File: src/rtl/result_drain_unit_pkg.sv
// Shared accelerator types for the result drain path.
// State encodings and index-width helpers.
package result_drain_unit_pkg;

   typedef enum logic [1:0] {
      S_IDLE  = 2'b01,
      S_DRAIN = 2'b10
   } state_e;

   // Row/column index width: max(1, clog2(n)).
   function automatic int idx_w(input int n);
      return (n < 2) ? 1 : $clog2(n);
   endfunction

   // Beat index width covering 0 .. n*n-1.
   function automatic int cnt_w(input int n);
      return $clog2(n * n);
   endfunction

endpackage

File: src/rtl/result_drain_unit_if.sv
// Streaming result bus: valid/ready handshake
// carrying one element with its coordinates.
interface result_drain_unit_if #(
   parameter int N      = 4,
   parameter int DATA_W = 32
);
   import result_drain_unit_pkg::*;

   localparam int IDX_W = idx_w(N);

   logic              out_valid;
   logic              out_ready;
   logic [DATA_W-1:0] out_data;
   logic [IDX_W-1:0]  out_row;
   logic [IDX_W-1:0]  out_col;
   logic              out_last;

   modport master (
      output out_valid,
      output out_data,
      output out_row,
      output out_col,
      output out_last,
      input  out_ready
   );

   modport slave (
      input  out_valid,
      input  out_data,
      input  out_row,
      input  out_col,
      input  out_last,
      output out_ready
   );

endinterface

File: src/rtl/result_drain_unit_result_buffer.sv
// Snapshot storage for one N x N result matrix:
// parallel load, single read port by beat index.
module result_buffer #(
   parameter int N      = 4,
   parameter int DATA_W = 32,
   parameter int K_W    = 4
) (
   input  logic                     clk,
   input  logic                     load_i,
   input  logic [N*N*DATA_W-1:0]    data_i,
   input  logic [K_W-1:0]           rd_idx_i,
   output logic [DATA_W-1:0]        rd_data_o
);

   localparam int NN = N * N;

   logic [DATA_W-1:0] mem_q [NN];

   // Capture the whole matrix in a single cycle.
   always_ff @(posedge clk) begin
      if (load_i) begin
         for (int i = 0; i < NN; i++) begin
            mem_q[i] <= data_i[i*DATA_W +: DATA_W];
         end
      end
   end

   assign rd_data_o = mem_q[rd_idx_i];

endmodule

File: src/rtl/result_drain_unit.sv
// Snapshots the array accumulators on done and
// streams them out row-major over a valid/ready bus.
module result_drain_unit
   import result_drain_unit_pkg::*;
#(
   parameter int N      = 4,
   parameter int DATA_W = 32
) (
   input  logic                  clk,
   input  logic                  reset,
   input  logic                  done,
   input  logic [N*N*DATA_W-1:0] pe_results,
   result_drain_unit_if.master   out,
   output logic                  busy,
   output logic                  overrun
);

   localparam int NN    = N * N;
   localparam int K_W   = cnt_w(N);
   localparam int IDX_W = idx_w(N);

   localparam logic [K_W-1:0] K_LAST = K_W'(NN - 1);
   localparam logic [K_W-1:0] K_N    = K_W'(N);

   state_e         state_q, state_d;
   logic [K_W-1:0] k_q, k_d;
   logic           ovr_q, ovr_d;
   logic           load;
   logic           draining;
   logic           xfer;
   logic           last_xfer;

   assign draining  = (state_q == S_DRAIN);
   assign xfer      = draining && out.out_ready;
   assign last_xfer = xfer && (k_q == K_LAST);

   result_buffer #(
      .N      (N),
      .DATA_W (DATA_W),
      .K_W    (K_W)
   ) u_buf (
      .clk       (clk),
      .load_i    (load),
      .data_i    (pe_results),
      .rd_idx_i  (k_q),
      .rd_data_o (out.out_data)
   );

   // Next state: capture, advance, finish or flag a dropped done.
   always_comb begin
      state_d = state_q;
      k_d     = k_q;
      ovr_d   = ovr_q;
      load    = 1'b0;
      unique case (state_q)
         S_IDLE: begin
            if (done) begin
               load    = 1'b1;
               k_d     = '0;
               state_d = S_DRAIN;
            end
         end
         S_DRAIN: begin
            if (last_xfer) begin
               k_d = '0;
               if (done) begin
                  load = 1'b1;
               end else begin
                  state_d = S_IDLE;
               end
            end else begin
               if (xfer) begin
                  k_d = k_q + 1'b1;
               end
               if (done) begin
                  ovr_d = 1'b1;
               end
            end
         end
         default: begin
            state_d = S_IDLE;
            k_d     = '0;
         end
      endcase
   end

   // State, beat index and sticky overrun registers.
   always_ff @(posedge clk) begin
      if (reset) begin
         state_q <= S_IDLE;
         k_q     <= '0;
         ovr_q   <= 1'b0;
      end else begin
         state_q <= state_d;
         k_q     <= k_d;
         ovr_q   <= ovr_d;
      end
   end

   assign out.out_valid = draining;
   assign out.out_last  = draining && (k_q == K_LAST);
   assign out.out_row   = IDX_W'(k_q / K_N);
   assign out.out_col   = IDX_W'(k_q % K_N);
   assign busy          = draining;
   assign overrun       = ovr_q;

endmodule

File: src/flat_wrapper.sv
// flat-port wrapper written by rule: the top's interface ports become plain ports
module result_drain_unit_flat import result_drain_unit_pkg::*;
#(
   parameter int N      = 4,
   parameter int DATA_W = 32
)
  (clk, reset, done, pe_results, busy, overrun, out_out_valid, out_out_data, out_out_row, out_out_col, out_out_last, out_out_ready);
  result_drain_unit_if #(.N(N), .DATA_W(DATA_W)) out_i ();
  input  logic clk;
  input  logic reset;
  input  logic done;
  input  logic [N*N*DATA_W-1:0] pe_results;
  output logic busy;
  output logic overrun;
  output wire logic [$bits(out_i.out_valid)-1:0] out_out_valid;
  output wire logic [$bits(out_i.out_data)-1:0] out_out_data;
  output wire logic [$bits(out_i.out_row)-1:0] out_out_row;
  output wire logic [$bits(out_i.out_col)-1:0] out_out_col;
  output wire logic [$bits(out_i.out_last)-1:0] out_out_last;
  input wire logic [$bits(out_i.out_ready)-1:0] out_out_ready;
  assign out_out_valid = out_i.out_valid;
  assign out_out_data = out_i.out_data;
  assign out_out_row = out_i.out_row;
  assign out_out_col = out_i.out_col;
  assign out_out_last = out_i.out_last;
  assign out_i.out_ready = out_out_ready;
  result_drain_unit #(.N(N), .DATA_W(DATA_W)) u_core (.clk(clk), .reset(reset), .done(done), .pe_results(pe_results), .out(out_i), .busy(busy), .overrun(overrun));
endmodule
File: config.mk
export PLATFORM = sky130hd
export DESIGN_NAME = result_drain_unit_flat
export DESIGN_NICKNAME = d
export VERILOG_FILES = /design/src/rtl/result_drain_unit_pkg.sv /design/src/rtl/result_drain_unit_if.sv /design/src/rtl/result_drain_unit_result_buffer.sv /design/src/rtl/result_drain_unit.sv /design/src/flat_wrapper.sv
export SDC_FILE = /design/constraint.sdc
export NUM_CORES = 1
export LEC_CHECK = 0
export BUFFER_PORTS_ARGS = -buffer_cell sky130_fd_sc_hd__buf_4
export CAP_MARGIN = 15
export CORE_UTILIZATION = 25
export DETAILED_ROUTE_END_ITERATION = 10
export GPL_TIMING_DRIVEN = 0
export MAX_ROUTING_LAYER = met4
export SLEW_MARGIN = 20
export SYNTH_ARGS = -nofsm -noshare
export SYNTH_HDL_FRONTEND = slang
export SYNTH_HIERARCHICAL = 1
export SYNTH_SLANG_ARGS = --single-unit
export TNS_END_PERCENT = 1
File: constraint.sdc
create_clock -name clk -period 73.7 [get_ports clk]
set_clock_uncertainty 0.2 [all_clocks]
set_input_delay 14.74 -clock clk [delete_from_list [all_inputs] [get_ports clk]]
set_output_delay 14.74 -clock clk [all_outputs]
set_load 0.03 [all_outputs]
== After elaboration in Yosys (flattened, before gate mapping) ==
Memory sizes are Yosys's and may differ from the RTL's. A register that Yosys moved wholly into a read port is not among the register bits.
Cells that the tools add are included.

* Output and inout port bits: 40
* Memory bits (writable): 512
* Memories kept: 1
* Bits in registers: 7

{| class="wikitable"
|+ Memories
! name !! words !! bits a word !! rd ports !! clocked after memory_dff !! write ports !! line !! RTL
|-
| u_core.u_buf.mem_q || 16 || 32 || 1 || 1 || 16 || result_drain_unit_result_buffer.sv:17 || <nowiki>logic [DATA_W-1:0] mem_q [NN];</nowiki>
|}

* Equality and inequality tests: 7
* Bitwise logic cells: 1
* Add/sub/neg operators: 1
* Reductions and logical operators: 6
* Mux-type cells: 15

{| class="wikitable"
|+ Operator list
! kind !! count
|-
| $mux 4 || 5
|-
| $pmux 4 s2 || 1
|-
| $mux 2 || 3
|-
| $ne 2x2->1 const B || 3
|-
| $reduce_and 3->1 || 2
|-
| $add 4x1->4 const B || 1
|-
| $eq 4x4->1 const B || 1
|-
| $mux 1 || 4
|-
| $pmux 2 s2 || 1
|-
| $logic_and 1x1->1 || 3
|-
| $ne 3x3->1 const B || 1
|-
| $eq 2x1->1 const B || 1
|-
| $eq 2x2->1 const B || 1
|-
| $pmux 1 s2 || 1
|-
| $reduce_and 2->1 || 1
|-
| $not 1->1 || 1
|}

== Depth between registers and ports, before layout ==
* Word-level depth: 7
* Mapped depth: 7
* Mapped depth without buffers: 6

== Hierarchy ==
Netlist, hierarchy kept.

{| class="wikitable"
|+ By module, submodules not included
! module !! times used !! sequential area each (um^2) !! area each (um^2) !! cells each
|-
| result_buffer || 1 || 15374.7 || 19103.3 || 783
|-
| result_drain_unit || 1 || 140.1 || 409.1 || 48
|}

== Least setup slack after synthesis ==
OpenSTA, ideal clock, no wires.

* Path type: input -> register
* From: input out_out_ready
* To: memory u_core.u_buf.mem_q[0][0], enable pin
* Path buffers: 0
* Setup time: 1.298 ns
* Path slack: 38.080 ns
* Data arrival time: 34.122 ns
* Stages: 2
* Path through: a21oi_1 > nor3b_2

{| class="wikitable"
|+ RTL lines
! what !! line !! RTL
|-
| from (decl) || flat_wrapper.sv:20 || <nowiki>input wire logic [$bits(out_i.out_ready)-1:0] out_out_ready;</nowiki>
|-
| to (decl) || result_drain_unit_result_buffer.sv:17 ||
|}

==> impl_metrics.json <==
{
  "status": "finished, final reports clean",
  "grt_pass1_vias": 12180,
  "fp-row-count": 102,
  "ir_drop_mv": 0.02026,
  "yosys_warnings": 6,
  "cts_buffers": 58,
  "cts_setup_buffers": 0,
  "postPlaceCellArea_um2": 25440,
  "critPathArrivalTime_ns": 3.38,
  "grt_util_all_layers_pct": 15.04,
  "hold_buffers": 0,
  "crit_fanout": 10,
  "root_buffer": "clkbuf_16",
  "holdCritStartpoint": "u_core/overrun$_SDFFE_PP0P_",
  "wire_per_inst_um": 23.13,
  "synth.avg_cell_area_um2": 23.48,
  "design_area_um2": 27240,
  "hold_viol": 0,
  "synth.area.top_cells": "edfxtp_1 79%, mux4_2 15%, a22oi_1 2.5%, dfxtp_1 0.72%, nand2_1 0.71%",
  "rr_worst_depth": 17,
  "synth_top_cell_by_area": "edfxtp_1",
  "fin_crit_sh_pct": 24.85,
  "combinationalPowerShare_pct": 10.1,
  "drc": 0,
  "path_clk_slew_ns": 0.06,
  "synth_nets": 1350,
  "wl_um": 59410,
  "critPathLaunchType": "flip-flop",
  "vias_per_cell": 4.317,
  "synth-seq-cells": 519,
  "cts-htree-levels": 2,
  "p_seq_share_pct": 51.5,
  "power_frac_clock_pct": 38.4,
  "cp_slowest_cell": "clkbuf_1",
  "grt_pass1_wl_um": 81740,
  "crit_chain": "clkbuf_1 > buf_2 > mux4_2 > a22oi_1 > nand2_1 > buf_4",
  "place_congestion": 0.8082,
  "cp_slowest_stage_delay_ns": 0.82,
  "cts_buffer_depth": 3,
  "reg2reg_to": "u_core/u_buf/mem_q[11][17]$_DFFE_PP_",
  "coreArea_um2": 77340,
  "crit_type": "flip-flop to output pin",
  "hpwl_um": 44590,
  "die_y_um": 281.4,
  "ff2ff_setup_slack_ns": 69.30,
  "period_needed_ns": 18.32,
  "setup_viol": 0,
  "whs_ns": 0.2883,
  "min_path_cells": 2,
  "synth_seq_area_share_pct": 79.51,
  "netlist_area_um2": 19510,
  "power_density_nw_per_um2": 26.30,
  "initial_utilization_pct": 25.23,
  "relSlewSlack_pct": 27.64,
  "swShare_pct": 22.16,
  "rsz0062_at_grt": "false",
  "multi_input_area_um2": 3757,
  "grt_overflow": 0,
  "seq_area_um2": 15510,
  "internal_power_uw": 557.7,
  "cts_tree": "yes",
  "vias": 11090,
  "die_area_um2": 79170,
  "worst_ep_required_time_ns": 58.76,
  "worstSetupEndpointType": "output pin",
  "maxCapViolations": 0,
  "syn_inst": 831,
  "cts_resized": 0,
  "p_sw_uw": 158.8,
  "slew_violations": 0,
  "grt_max_degree": 19,
  "drive_above_1_share_pct": 54.17,
  "r2r_start": "u_core/state_q[0]$_SDFFE_PP1P_",
  "p_leak_nw": 9.698,
  "clk_latency_ns": 0.59,
  "dr.pass1.iters": 5,
  "hold_end": "u_core/overrun$_SDFFE_PP0P_",
  "fillers": 7314,
  "ant_nets": 0,
  "hp-class": "flip-flop to flip-flop",
  "fmax_ghz": 0.05459,
  "die_x_um": 281.4,
  "fin_setup_tns_ns": 0,
  "area_delta_synth_final_pct": 39.62,
  "synth_cell_types": 30,
  "clock-sinks": 519,
  "drtIter0Drc": 585,
  "synth_top_area_share_pct": 78.79,
  "ios": 556,
  "antenna_found_initial": 10,
  "finalNetCount": 2000,
  "numPortBuffers": 555,
  "tightest_slew_ns": 1.085
}
## worst max-delay path by stage
stage	depth (start not counted)	endpoint	start	slack (ns)
finish	6	out_out_data[17]	u_core/k_q[1]$_SDFFE_PP0P_	55.38
global route	6	out_out_data[17]	u_core/k_q[1]$_SDFFE_PP0P_	55.13
CTS	6	out_out_data[17]	u_core/k_q[1]$_SDFFE_PP0P_	55.21
detailed placement	14	u_core/u_buf/mem_q[12][17]$_DFFE_PP_	out_out_ready	55.59
global placement	3	u_core/u_buf/mem_q[15][16]$_DFFE_PP_	out_out_ready	31.59
floorplan	2	u_core/u_buf/mem_q[0][0]$_DFFE_PP_	out_out_ready	38.08
## layout make-up
| class | count | share of cell area (%) |
|---|---|---|
| timing repair buffer | 590 | 16.93 |
| buffer | 45 | 0.8772 |
| tap | 1040 | 4.777 |
| clock inverter | 30 | 1.061 |
| multi-input combinational | 264 | 13.79 |
| antenna | 8 | 0.07349 |
| sequential | 519 | 56.95 |
| inverter | 3 | 0.04134 |
| clock buffer | 70 | 5.493 |
## layout by cell type, fill, tap and decap left out, drive strengths merged
cell type    n
and4         1
a22oi       64
clkinv      15
nor2b        3
or3b         1
a21o         1
a21oi        5
nand4        2
buf        618
or4          1
a31oi        2
edfxtp     512
nand3        2
nor2         3
bufinv       4
clkbuf      87
mux4       128
diode        8
or3          1
nor3b        1
clkinvlp     6
or2b         1
dfxtp        7
and2         2
ha           3
o21ai        4
o211ai       2
nand2       37
inv          8
## sequential cells by signal, indices dropped and copies added (netlist names)
signal / cells
u_core/u_buf/mem_q: 512
u_core/k_q: 4
u_core/state_q: 2
u_core/overrun: 1
## per-stage QoR
step	std cells	setup slack (ns)	utilization, %	total power [mW]
6_report	2569	55.38	35.22	0.7165
2_1_floorplan	831	38.08	-	0.4282
4_1_cts	2561	55.21	35.20	0.7277
3_5_place_dp	2461	55.59	32.89	0.4488
5_1_grt	2569	55.13	35.22	0.7438
3_3_place_gp	2426	31.59	32.30	0.4708
## cell families (layout without fill, tap and decap cells)
kind of cell | count (synthesis) | count (layout) | synth area share [%]
AO/OA/AOI/OAI | 78 | 78 | 2.930
multiplexers | 128 | 128 | 14.77
flip-flops | 519 | 519 | 79.51
other | 0 | 8 | 0
AND/OR/NAND/NOR | 55 | 55 | 1.327
buffers and inverters | 48 | 738 | 1.263
adder cells (fa/ha/maj) | 3 | 3 | 0.1924
## routing by layer
| layer | vias to the layer above | global-route usage [%] | part of all wire, % |
|---|---|---|---|
| li1 | 4888 | - | - |
| met1 | 5639 | 16.78 | 38 |
| met2 | 476 | 25.50 | 51 |
| met5 | - | - | 0 |
| met4 | 0 | 4.752 | 2.2 |
| met3 | 87 | 4.773 | 8.7 |
## power by group through the flow
stage | logic, mW | clock network [mW] | registers (mW)
after CTS | 0.0739 | 0.285 | 0.369
after global placement | 0.0632 | 0 | 0.408
after floorplan | 0.0311 | 0 | 0.397
after global routing | 0.0777 | 0.295 | 0.371
final | 0.0726 | 0.275 | 0.369
after detailed placement | 0.0736 | 0 | 0.375
## worst max-delay path, delay by kind of cell (launching register included)
family	cells	cell delay [ns]
simple gates	1	0.09
flops	1	0.44
mux	1	0.38
buf+inv	3	1.55
compound gates	1	0.29
## cells in the mapped netlist
master / n
o211ai_1: 2
a21o_1: 1
nor2_1: 3
ha_1: 3
or4_1: 1
and2_1: 2
mux4_2: 128
and4_1: 1
a22oi_1: 64
a31oi_1: 2
nor3b_2: 1
nor2b_1: 3
dfxtp_1: 7
a21oi_1: 5
inv_2: 1
nand4_1: 2
o21ai_0: 3
nand2_1: 37
o21ai_4: 1
buf_6: 2
or3b_1: 1
nand3_1: 2
inv_1: 2
buf_2: 5
clkbuf_1: 17
buf_1: 9
or2b_4: 1
or3_1: 1
edfxtp_1: 512
buf_4: 12
No activity file was read; power rests on OpenSTA's default activity.
